**config.mk**
```make
export PLATFORM = sky130hd
export DESIGN_NAME = mat_op_sequencer
export DESIGN_NICKNAME = d
export VERILOG_FILES = /design/src/rtl/mat_op_sequencer_pkg.sv /design/src/rtl/mat_serdes.sv /design/src/rtl/mat_op_sequencer.sv
export SDC_FILE = /design/constraint.sdc
export NUM_CORES = 2
export LEC_CHECK = 0
export ABC_AREA = 1
export BUFFER_PORTS_ARGS = -buffer_cell sky130_fd_sc_hd__buf_2
export CELL_PAD_IN_SITES_DETAIL_PLACEMENT = 0
export CELL_PAD_IN_SITES_GLOBAL_PLACEMENT = 2
export CORE_AREA = 4 4 627 629
export DETAILED_ROUTE_END_ITERATION = 10
export DIE_AREA = 0 0 631 633
export PLACE_DENSITY = 0.54
export SYNTH_ARGS = -nofsm -noshare
export SYNTH_HDL_FRONTEND = slang
export SYNTH_SLANG_ARGS = --single-unit
```
**constraint.sdc**
```tcl
create_clock -name clk -period 122.7 [get_ports clk]
set_input_delay 30.675 -clock clk [delete_from_list [all_inputs] [get_ports clk]]
set_output_delay 30.675 -clock clk [all_outputs]
set_load 0.02 [all_outputs]
```
**src/rtl/mat_op_sequencer_pkg.sv**
```systemverilog
// Shared constants for the matrix-operation sequencer:
// opcodes, default dimension exponent and FSM state encoding.
package mat_op_sequencer_pkg;

  localparam int WIDTH_BIT = 2;

  localparam logic [2:0] OP_ADD    = 3'd0;
  localparam logic [2:0] OP_SUB    = 3'd1;
  localparam logic [2:0] OP_MUL    = 3'd2;
  localparam logic [2:0] OP_DIV    = 3'd3;
  localparam logic [2:0] OP_MOD    = 3'd4;
  localparam logic [2:0] OP_MATMUL = 3'd5;

  typedef enum logic [2:0] {
    ST_IDLE,
    ST_LOAD_A,
    ST_LOAD_B,
    ST_EXEC,
    ST_DRAIN
  } state_t;

  function automatic logic op_bad(input logic [2:0] op);
    return op > OP_MATMUL;
  endfunction

endpackage

```
**src/rtl/mat_serdes.sv**
```systemverilog
// Element indexing and serial/parallel conversion: streams
// operands into A/B, captures the result and serialises it.
module mat_serdes #(
  parameter int WIDTH = 4,
  parameter int IW    = 4
) (
  input  logic                                 clk,
  input  logic                                 rst,
  input  logic [IW-1:0]                        idx,
  input  logic                                 wr_a,
  input  logic                                 wr_b,
  input  logic                                 cap,
  input  logic                                 zero,
  input  logic signed [31:0]                   in_data,
  input  logic signed [0:WIDTH-1][0:WIDTH-1][31:0] op_result,
  output logic signed [0:WIDTH-1][0:WIDTH-1][31:0] op_a,
  output logic signed [0:WIDTH-1][0:WIDTH-1][31:0] op_b,
  output logic signed [31:0]                   out_data
);

  localparam int RW = (WIDTH > 1) ? $clog2(WIDTH) : 1;

  logic signed [0:WIDTH-1][0:WIDTH-1][31:0] res;
  logic [RW-1:0] row;
  logic [RW-1:0] col;

  assign row = RW'(idx / IW'(WIDTH));
  assign col = RW'(idx % IW'(WIDTH));

  always_ff @(posedge clk or posedge rst) begin
    if (rst) begin
      op_a <= '0;
      op_b <= '0;
      res  <= '0;
    end else begin
      if (wr_a) op_a[row][col] <= in_data;
      if (wr_b) op_b[row][col] <= in_data;
      // unsupported opcodes drain zeros rather than whatever the unit drives
      if (cap)  res <= zero ? '0 : op_result;
    end
  end

  assign out_data = $signed(res[row][col]);

endmodule

```
**src/rtl/mat_op_sequencer.sv**
```systemverilog
// Command/operand sequencer around an external matrix
// arithmetic unit: load A, load B, one-cycle exec, drain R.
module mat_op_sequencer
  import mat_op_sequencer_pkg::*;
#(
  parameter int WIDTH = 2 ** WIDTH_BIT
) (
  input  logic                                 clk,
  input  logic                                 rst,
  input  logic                                 cmd_valid,
  input  logic [2:0]                           cmd_op,
  output logic                                 cmd_ready,
  input  logic                                 in_valid,
  input  logic signed [31:0]                   in_data,
  output logic                                 in_ready,
  output logic signed [0:WIDTH-1][0:WIDTH-1][31:0] op_a,
  output logic signed [0:WIDTH-1][0:WIDTH-1][31:0] op_b,
  output logic [2:0]                           op_sel,
  input  logic signed [0:WIDTH-1][0:WIDTH-1][31:0] op_result,
  output logic                                 out_valid,
  output logic signed [31:0]                   out_data,
  output logic                                 out_last,
  input  logic                                 out_ready,
  output logic                                 err
);

  localparam int N  = WIDTH * WIDTH;
  localparam int IW = (N > 1) ? $clog2(N) : 1;
  localparam logic [IW-1:0] LAST = IW'(N - 1);

  state_t        state;
  logic [IW-1:0] idx;
  logic          wr_a;
  logic          wr_b;
  logic          cap;
  logic          at_last;

  assign wr_a    = (state == ST_LOAD_A) && in_valid && in_ready;
  assign wr_b    = (state == ST_LOAD_B) && in_valid && in_ready;
  assign cap     = (state == ST_EXEC);
  assign at_last = (idx == LAST);

  always_ff @(posedge clk or posedge rst) begin
    if (rst) begin
      state     <= ST_IDLE;
      idx       <= '0;
      op_sel    <= OP_ADD;
      cmd_ready <= 1'b1;
      in_ready  <= 1'b0;
      out_valid <= 1'b0;
      out_last  <= 1'b0;
      err       <= 1'b0;
    end else begin
      unique case (state)
        ST_IDLE: begin
          if (cmd_valid) begin
            op_sel    <= cmd_op;
            idx       <= '0;
            state     <= ST_LOAD_A;
            cmd_ready <= 1'b0;
            in_ready  <= 1'b1;
          end
        end
        ST_LOAD_A: begin
          if (in_valid) begin
            if (at_last) begin
              idx   <= '0;
              state <= ST_LOAD_B;
            end else begin
              idx <= idx + 1'b1;
            end
          end
        end
        ST_LOAD_B: begin
          if (in_valid) begin
            if (at_last) begin
              idx      <= '0;
              state    <= ST_EXEC;
              in_ready <= 1'b0;
            end else begin
              idx <= idx + 1'b1;
            end
          end
        end
        ST_EXEC: begin
          state     <= ST_DRAIN;
          out_valid <= 1'b1;
          out_last  <= (N == 1);
          err       <= op_bad(op_sel);
        end
        ST_DRAIN: begin
          if (out_ready) begin
            if (at_last) begin
              idx       <= '0;
              state     <= ST_IDLE;
              out_valid <= 1'b0;
              out_last  <= 1'b0;
              err       <= 1'b0;
              cmd_ready <= 1'b1;
            end else begin
              idx      <= idx + 1'b1;
              out_last <= ((idx + 1'b1) == LAST);
            end
          end
        end
        default: begin
          state     <= ST_IDLE;
          idx       <= '0;
          cmd_ready <= 1'b1;
          in_ready  <= 1'b0;
          out_valid <= 1'b0;
          out_last  <= 1'b0;
          err       <= 1'b0;
        end
      endcase
    end
  end

  mat_serdes #(
    .WIDTH (WIDTH),
    .IW    (IW)
  ) u_serdes (
    .clk       (clk),
    .rst       (rst),
    .idx       (idx),
    .wr_a      (wr_a),
    .wr_b      (wr_b),
    .cap       (cap),
    .zero      (op_bad(op_sel)),
    .in_data   (in_data),
    .op_result (op_result),
    .op_a      (op_a),
    .op_b      (op_b),
    .out_data  (out_data)
  );

endmodule

```
* After elaboration in Yosys (flattened, before gate mapping) *
Index checks and enable logic that the tools add are counted.

operators by class
  bitwise gates (word level) = 6
  $lt $le $gt $ge = 5
  equality and inequality tests = 14
  add/subtract/negate cells = 1
  reduce and logical (&&, ||, !) cells = 18
  multiplexer cells = 40

operators by type and width
  kind                                                                    count
  512-bit bitwise mux                                                     2
  512-bit 2-to-1 mux                                                      1
  128-bit 2-to-1 mux                                                      3
  128-bit binary-select mux with 2-bit select                             1
  128-bit demux with 2-bit select                                         1
  32-bit 2-to-1 mux                                                       3
  32-bit binary-select mux with 2-bit select                              1
  32-bit demux with 2-bit select                                          1
  3-bit 2-to-1 mux                                                        7
  4-bit 2-to-1 mux                                                        4
  4-bit case mux with 4 select lines                                      1
  3-bit case mux with 5 select lines                                      1
  2-bit != test (second input constant)                                   7
  1-bit case mux with 3 select lines                                      4
  4-bit AND reduction                                                     3
  1-bit 2-to-1 mux                                                        9
  3-bit OR reduction                                                      3
  4-bit equality test (second input constant)                             2
  7-bit AND reduction                                                     1
  3-bit by 2-bit equality test with 1-bit output (second input constant)  2
  3-bit greater-or-equal comparator (second input constant)               2
  1-bit logical AND                                                       6
  3-bit by 1-bit < comparator with 1-bit output (second input constant)   2
  2-bit inverter with 3-bit output                                        2
  other kinds (11)                                                        15

storage, ports and cells
  register bits after elaboration = 1551
  input port bits = 552
  word-level logic and storage cells = 140
  output and inout port bits = 1064

* Longest topological paths before layout *
  depth in word-level cells = 8
  gate-level depth with buffers = 12
  depth with buffers taken out = 10

* By module *
A second synthesis with hierarchy kept.

second synthesis, totals
  cell total of the unflattened synthesis = 7330
  area, all modules = 63415.8 um^2

by module, submodules not included
  module            cells each  times used  area an instance (um^2)  seq. area each (um^2)
  mat_serdes        7213        1           62566.3                  38436.9
  mat_op_sequencer  117         1           849.6                    376.6

* Worst setup path before layout *
No wires, ideal clock.

  path type = register to output
  from = register idx[2]
  to = output out_data[22]
  path buffers = 3
  cell stages (with the launch flop) = 11
  required time = 92025 ps
  path slack = 90489 ps
  arrival = 1536 ps
  path through = dfrtp_1 -> buf_4 -> inv_4 -> buf_2 -> clkbuf_1 -> nand2_1 -> nand2_1 -> nand2_1 -> nand3_1 -> nand3_1 -> nand2_1

on the way
  word-level cells in the longest chain between the ends = 7

ends and longest elaborated chain
  what                                                    line                     text
  start, declared                                         mat_op_sequencer.sv:32   logic [IW-1:0] idx;
  start signal, assigned                                  mat_op_sequencer.sv:70   idx <= idx + 1'b1;
  start signal, assigned                                  mat_op_sequencer.sv:81   idx <= idx + 1'b1;
  start signal, assigned                                  mat_op_sequencer.sv:101  idx <= idx + 1'b1;
  2-bit inverter with 3-bit output (not written as such)  mat_serdes.sv:43         assign out_data = $signed(res[row][col]);
  128-bit binary-select mux with 2-bit select             mat_serdes.sv:43
  128-bit 2-to-1 mux (not written as such) (2 in a row)   mat_serdes.sv:43
  32-bit binary-select mux with 2-bit select              mat_serdes.sv:43
  32-bit 2-to-1 mux (not written as such) (2 in a row)    mat_serdes.sv:43
  end, declared                                           mat_op_sequencer.sv:21   output logic signed [31:0] out_data,

No other way between the ends. The select of a mux whose other input is x is not followed.

==> run summary <==
The flow ran to the end, and the final reports show no timing, DRC or antenna violations. The final wirelength came out at about 350 mm. The worst hold path begins at cmd_ready$_DFFE_PP1P_. The power density over the cells came out at between 20 and 25 nW/µm². The longest clock path from root to sink contains 4 buffers.

The element type at the critical path start is an input port. After synthesis the netlist holds a flip-flop and latch count of about 1.6k. In this run the tightest slew margin relative to its limit is roughly 23%. In the final routed layout, each cell accounts on average for ~25 µm. The worst hold path class is register to register. CTS placed an instance of sky130_fd_sc_hd__clkbuf_16 at the clock tree root.

The commonest cells after synthesis are 3156 x sky130_fd_sc_hd__nand2_1, 1550 x sky130_fd_sc_hd__dfrtp_1, 1454 x sky130_fd_sc_hd__o21ai_0. The overall power is about 1.8 mW. The accumulated negative setup slack is 0 ns. The synthesized design contains 0 enable-type register cells. The layout cell share with drive strength beyond 1 came out at around a quarter. The worst setup path is of the input port to async pin kind.

The filler cells instantiated in the layout total between 40k and 50k. The clock slew at the register clock pins of the worst setup and hold paths is around 0.060 ns. The share of the core filled with cells is 21.3%. The maximum achievable frequency came out at between 0.02 and 0.03 GHz. For this design, the sink count on the clock tree is ~1.6k.

The number of placement rows came out at 229. The share of synthesized area in the top cell type comes to between 60% and 70%. The mean number of vias per cell is between 3 and 4.

Sequential cells account for ~39% of the total power. The number of slew-limit violations in the final report was 0. Grouping stages by cell kind, the critical path spends the most delay in buffers and inverters. The endpoint identified for the worst register-to-register timing path is u_serdes.op_b[329]$_DFFE_PP0P_. The mean cell area of the mapped netlist came out at approximately 8.7 µm². The wire length of the first global-routing pass is between 400 and 500 mm. The combined global-route utilization of all metal layers came out at roughly 17%. The number of H-tree branching levels came out at 4. The final count of hold timing violations came out at 0. The power share of the clock group came out at 33.7%. Data on the critical path arrives at its endpoint at between 30 and 40 ns. The worst setup path is captured at an async pin.

The hold-critical path depth came out at 2. Synthesis produced a netlist whose cell count is slightly above 7k. Setup slack on the worst reg-to-reg path comes out at 118.40 ns.

The I/O pin count came out at 1616. The total setup violations reported at the end of the flow is 0. Setup repair after global routing left no endpoint under its margin. For this design the static power due to leakage is roughly 43 nW. Detailed placement finished with a half-perimeter wire length of 249 mm.

The congestion estimate from routability-driven global placement came to around 0.80. The number of post-CTS setup repair buffers is 0. Synthesis instantiated 29 different standard cells from the library. The final routed DRC violation total is 0. The area of the die is around 400000 µm². The area added between synthesis and finish came out at 31.8%. The number of iterations in the first detailed-routing pass is 5. The core area came out at just under 400000 µm². The layout net count came out at between 9k and 10k. The worst vdd rail ir drop came out at approximately 0.012 mV. TritonCTS built the clock tree. The total clock buffers created by CTS came out at between 150 and 200.

The proportion of synthesized flip-flops having asynchronous set or reset is 100%. The measured slew at the worst slew-check pin is around 1.2 ns. In the post-synthesis netlist, the biggest area contributors are sky130_fd_sc_hd__dfrtp_1 62%, sky130_fd_sc_hd__nand2_1 19%, sky130_fd_sc_hd__o21ai_0 12%. The biggest area contributor in the post-synthesis netlist is sky130_fd_sc_hd__dfrtp_1. The number of nets produced by synthesis is between 7k and 8k. Measured along the x axis, the die boundary spans between 600 and 700 µm. The detailed-route via count came out at approximately 55k. Walking the worst path, the cells encountered are buf_2 > inv_8 > buf_4 > buf_4 > buf_4 > buf_4 > buf_4 > buf_4 > buf_4. The endpoint of the worst hold path is cmd_ready$_DFFE_PP1P_. The combined area of all synthesized cells is 62700 µm². sky130_fd_sc_hd__nand2_1 is the most common cell in the netlist. In this run the power spent charging and discharging nets is approximately 0.67 mW. The number of buffer and inverter instances along the worst setup path is 9. The count of hold-fix buffers inserted at cts is 0.

The minimum period implied by the final worst setup slack is between 30 and 40 ns. The chip height is between 600 and 700 µm. The insertion delay of the later-clocked pin in the worst-skew pair came out at roughly 0.85 ns. For this run, the number of Yosys warnings is 0. STA puts the critical path data required time at 123.59 ns. After layout, the worst path uses between 20% and 30% of the clock period. The startpoint identified for the worst register-to-register timing path is idx[2]$_DFFE_PP0P_. The setup skew after layout is between 0.06 and 0.07 ns. Once the clock tree was built, the resizer swapped 0 gates to a different size. The remaining global-route overflow is 0. The antenna violation net count after detailed routing came out at 0. The max-cap violation count is 0.

The first-iteration detailed-routing DRC count came out at between 3k and 4k. The switching part of the total power is 37.2%. The number of I/O port buffers is 1615. The number of antenna violations at the first check in global routing came out at 120. The slowest stage of the critical path is the sky130_fd_sc_hd__buf_4 cell. The sequential cell area came out at 38800 µm². The total internal power came out at roughly 1.1 mW.

Along the worst path, the maximum fanout reaches 105. The most used flip-flop cell after synthesis is sky130_fd_sc_hd__dfrtp_1. The cell seen most often among critical-path stages is sky130_fd_sc_hd__buf_4. On the worst path, the slowest cell contributes a delay of roughly 0.86 ns.

The via count of the first global-routing pass was ~55k. The portion of total power attributed to combinational logic is around 28%. The count of cells along the worst register-to-register path came out at 6. The initial cell density of the core is 16.2%. The pin count of the biggest net entering global routing came out at roughly 240. The share of synthesized area occupied by flip-flops and latches is 61.9%.

The area taken by multi-input logic gates came out at 21100 µm².
==> per-stage QoR <==
step | cell area (µm²) | cells | hold WS [ns] | setup slack (ns)
6_report | 82600 | 13935 | 0.460 | 86.87
3_3_place_gp | 75800 | 13537 | 0.452 | 85.73
3_5_place_dp | 75800 | 13537 | 0.455 | 85.57
2_1_floorplan | 62700 | 7193 | 0.453 | 48.27
4_1_cts | 82500 | 13891 | 0.464 | 86.59
5_1_grt | 82500 | 13905 | 0.470 | 85.91
==> how the worst max path moves through the flow <==
| stage | start | end | slack (ns) | cells after the start |
|---|---|---|---|---|
| floorplan | rst | err$_DFFE_PP0P_ | 48.27 | 1 |
| global placement | rst | u_serdes.op_a[332]$_DFFE_PP0P_ | 85.73 | 9 |
| finish | rst | u_serdes.op_a[336]$_DFFE_PP0P_ | 86.87 | 9 |
| global route | rst | u_serdes.op_b[48]$_DFFE_PP0P_ | 85.91 | 9 |
| CTS | rst | u_serdes.op_a[335]$_DFFE_PP0P_ | 86.59 | 9 |
| detailed placement | rst | u_serdes.op_a[332]$_DFFE_PP0P_ | 85.57 | 9 |
==> area by class of cell <==
class / instances / area share, %
inverters: 128 / 0.615
diodes: 44 / 0.133
multi-input cells: 4956 / 25.6
repair buffers: 1705 / 10.7
flip-flops and latches: 1551 / 47.0
clock buffers: 293 / 7.11
clock inverters: 61 / 0.994
well taps: 5197 / 7.87
==> cells by family (layout without fill, tap and decap cells) <==
group           Yosys count  count (layout)  synth area share (%)
compound gates         1586            1586                  12.7
buf+inv                 686            2187                  4.46
fa+ha+maj                 5               5                0.0998
flops                  1551            1551                  61.9
other cells               0              44                     0
simple gates           3365            3365                  20.8
==> layer usage <==
metal / share of wire, % / GRT usage [%]
met2: 51 / 29.9
met3: 5.3 / 2.91
met4: 3.9 / 5.49
met5: 0.023 / 0
met1: 40 / 19.9
==> layout by cell type (no fill, tap or decap), types with 2 or more instances in the layout <==
master and n:
sky130_fd_sc_hd__buf_4 85, sky130_fd_sc_hd__clkbuf_8 45, sky130_fd_sc_hd__nand2_1 3147, sky130_fd_sc_hd__inv_1 87, sky130_fd_sc_hd__dfrtp_4 2, sky130_fd_sc_hd__nor2_4 6, sky130_fd_sc_hd__nor2_2 11, sky130_fd_sc_hd__a21oi_1 11
sky130_fd_sc_hd__clkbuf_16 203, sky130_fd_sc_hd__o21ai_1 120, sky130_fd_sc_hd__o21ai_0 1454, sky130_fd_sc_hd__clkinv_2 34, sky130_fd_sc_hd__nand3_1 140, sky130_fd_sc_hd__inv_6 4, sky130_fd_sc_hd__ha_1 5, sky130_fd_sc_hd__clkinv_8 2
sky130_fd_sc_hd__inv_2 36, sky130_fd_sc_hd__dfrtp_1 1547, sky130_fd_sc_hd__clkbuf_1 45, sky130_fd_sc_hd__bufinv_16 15, sky130_fd_sc_hd__nand4_1 2, sky130_fd_sc_hd__buf_2 1615, sky130_fd_sc_hd__nor2_1 17, sky130_fd_sc_hd__buf_12 5
sky130_fd_sc_hd__nand2_4 22, sky130_fd_sc_hd__clkinv_4 2, sky130_fd_sc_hd__clkinv_16 4, sky130_fd_sc_hd__nand2_2 15, sky130_fd_sc_hd__clkinvlp_4 4, sky130_fd_sc_hd__diode_2 44
==> power by group through the flow <==
stage / Clock, mW / Sequential [mW] / Combinational [mW]
floorplan: 0 / 0.732 / 0.256
global placement: 0 / 0.702 / 0.506
detailed placement: 0 / 0.703 / 0.507
CTS: 0.625 / 0.695 / 0.508
global route: 0.643 / 0.709 / 0.553
finish: 0.604 / 0.695 / 0.494
==> worst min-delay path: cells and delay by family (launching register included) <==
kind             cells  cell delay, ns
flip-flops           1            0.37
AND/OR/NAND/NOR      2            0.09
==> flip-flops by register name, indices dropped and copies added (netlist names) <==
signal / flops
idx: 4
state: 3
u_serdes.res: 512
out_valid: 1
u_serdes.op_b: 512
op_sel: 3
cmd_ready: 1
out_last: 1
err: 1
u_serdes.op_a: 512
in_ready: 1
(Power assumes the default switching activity.)
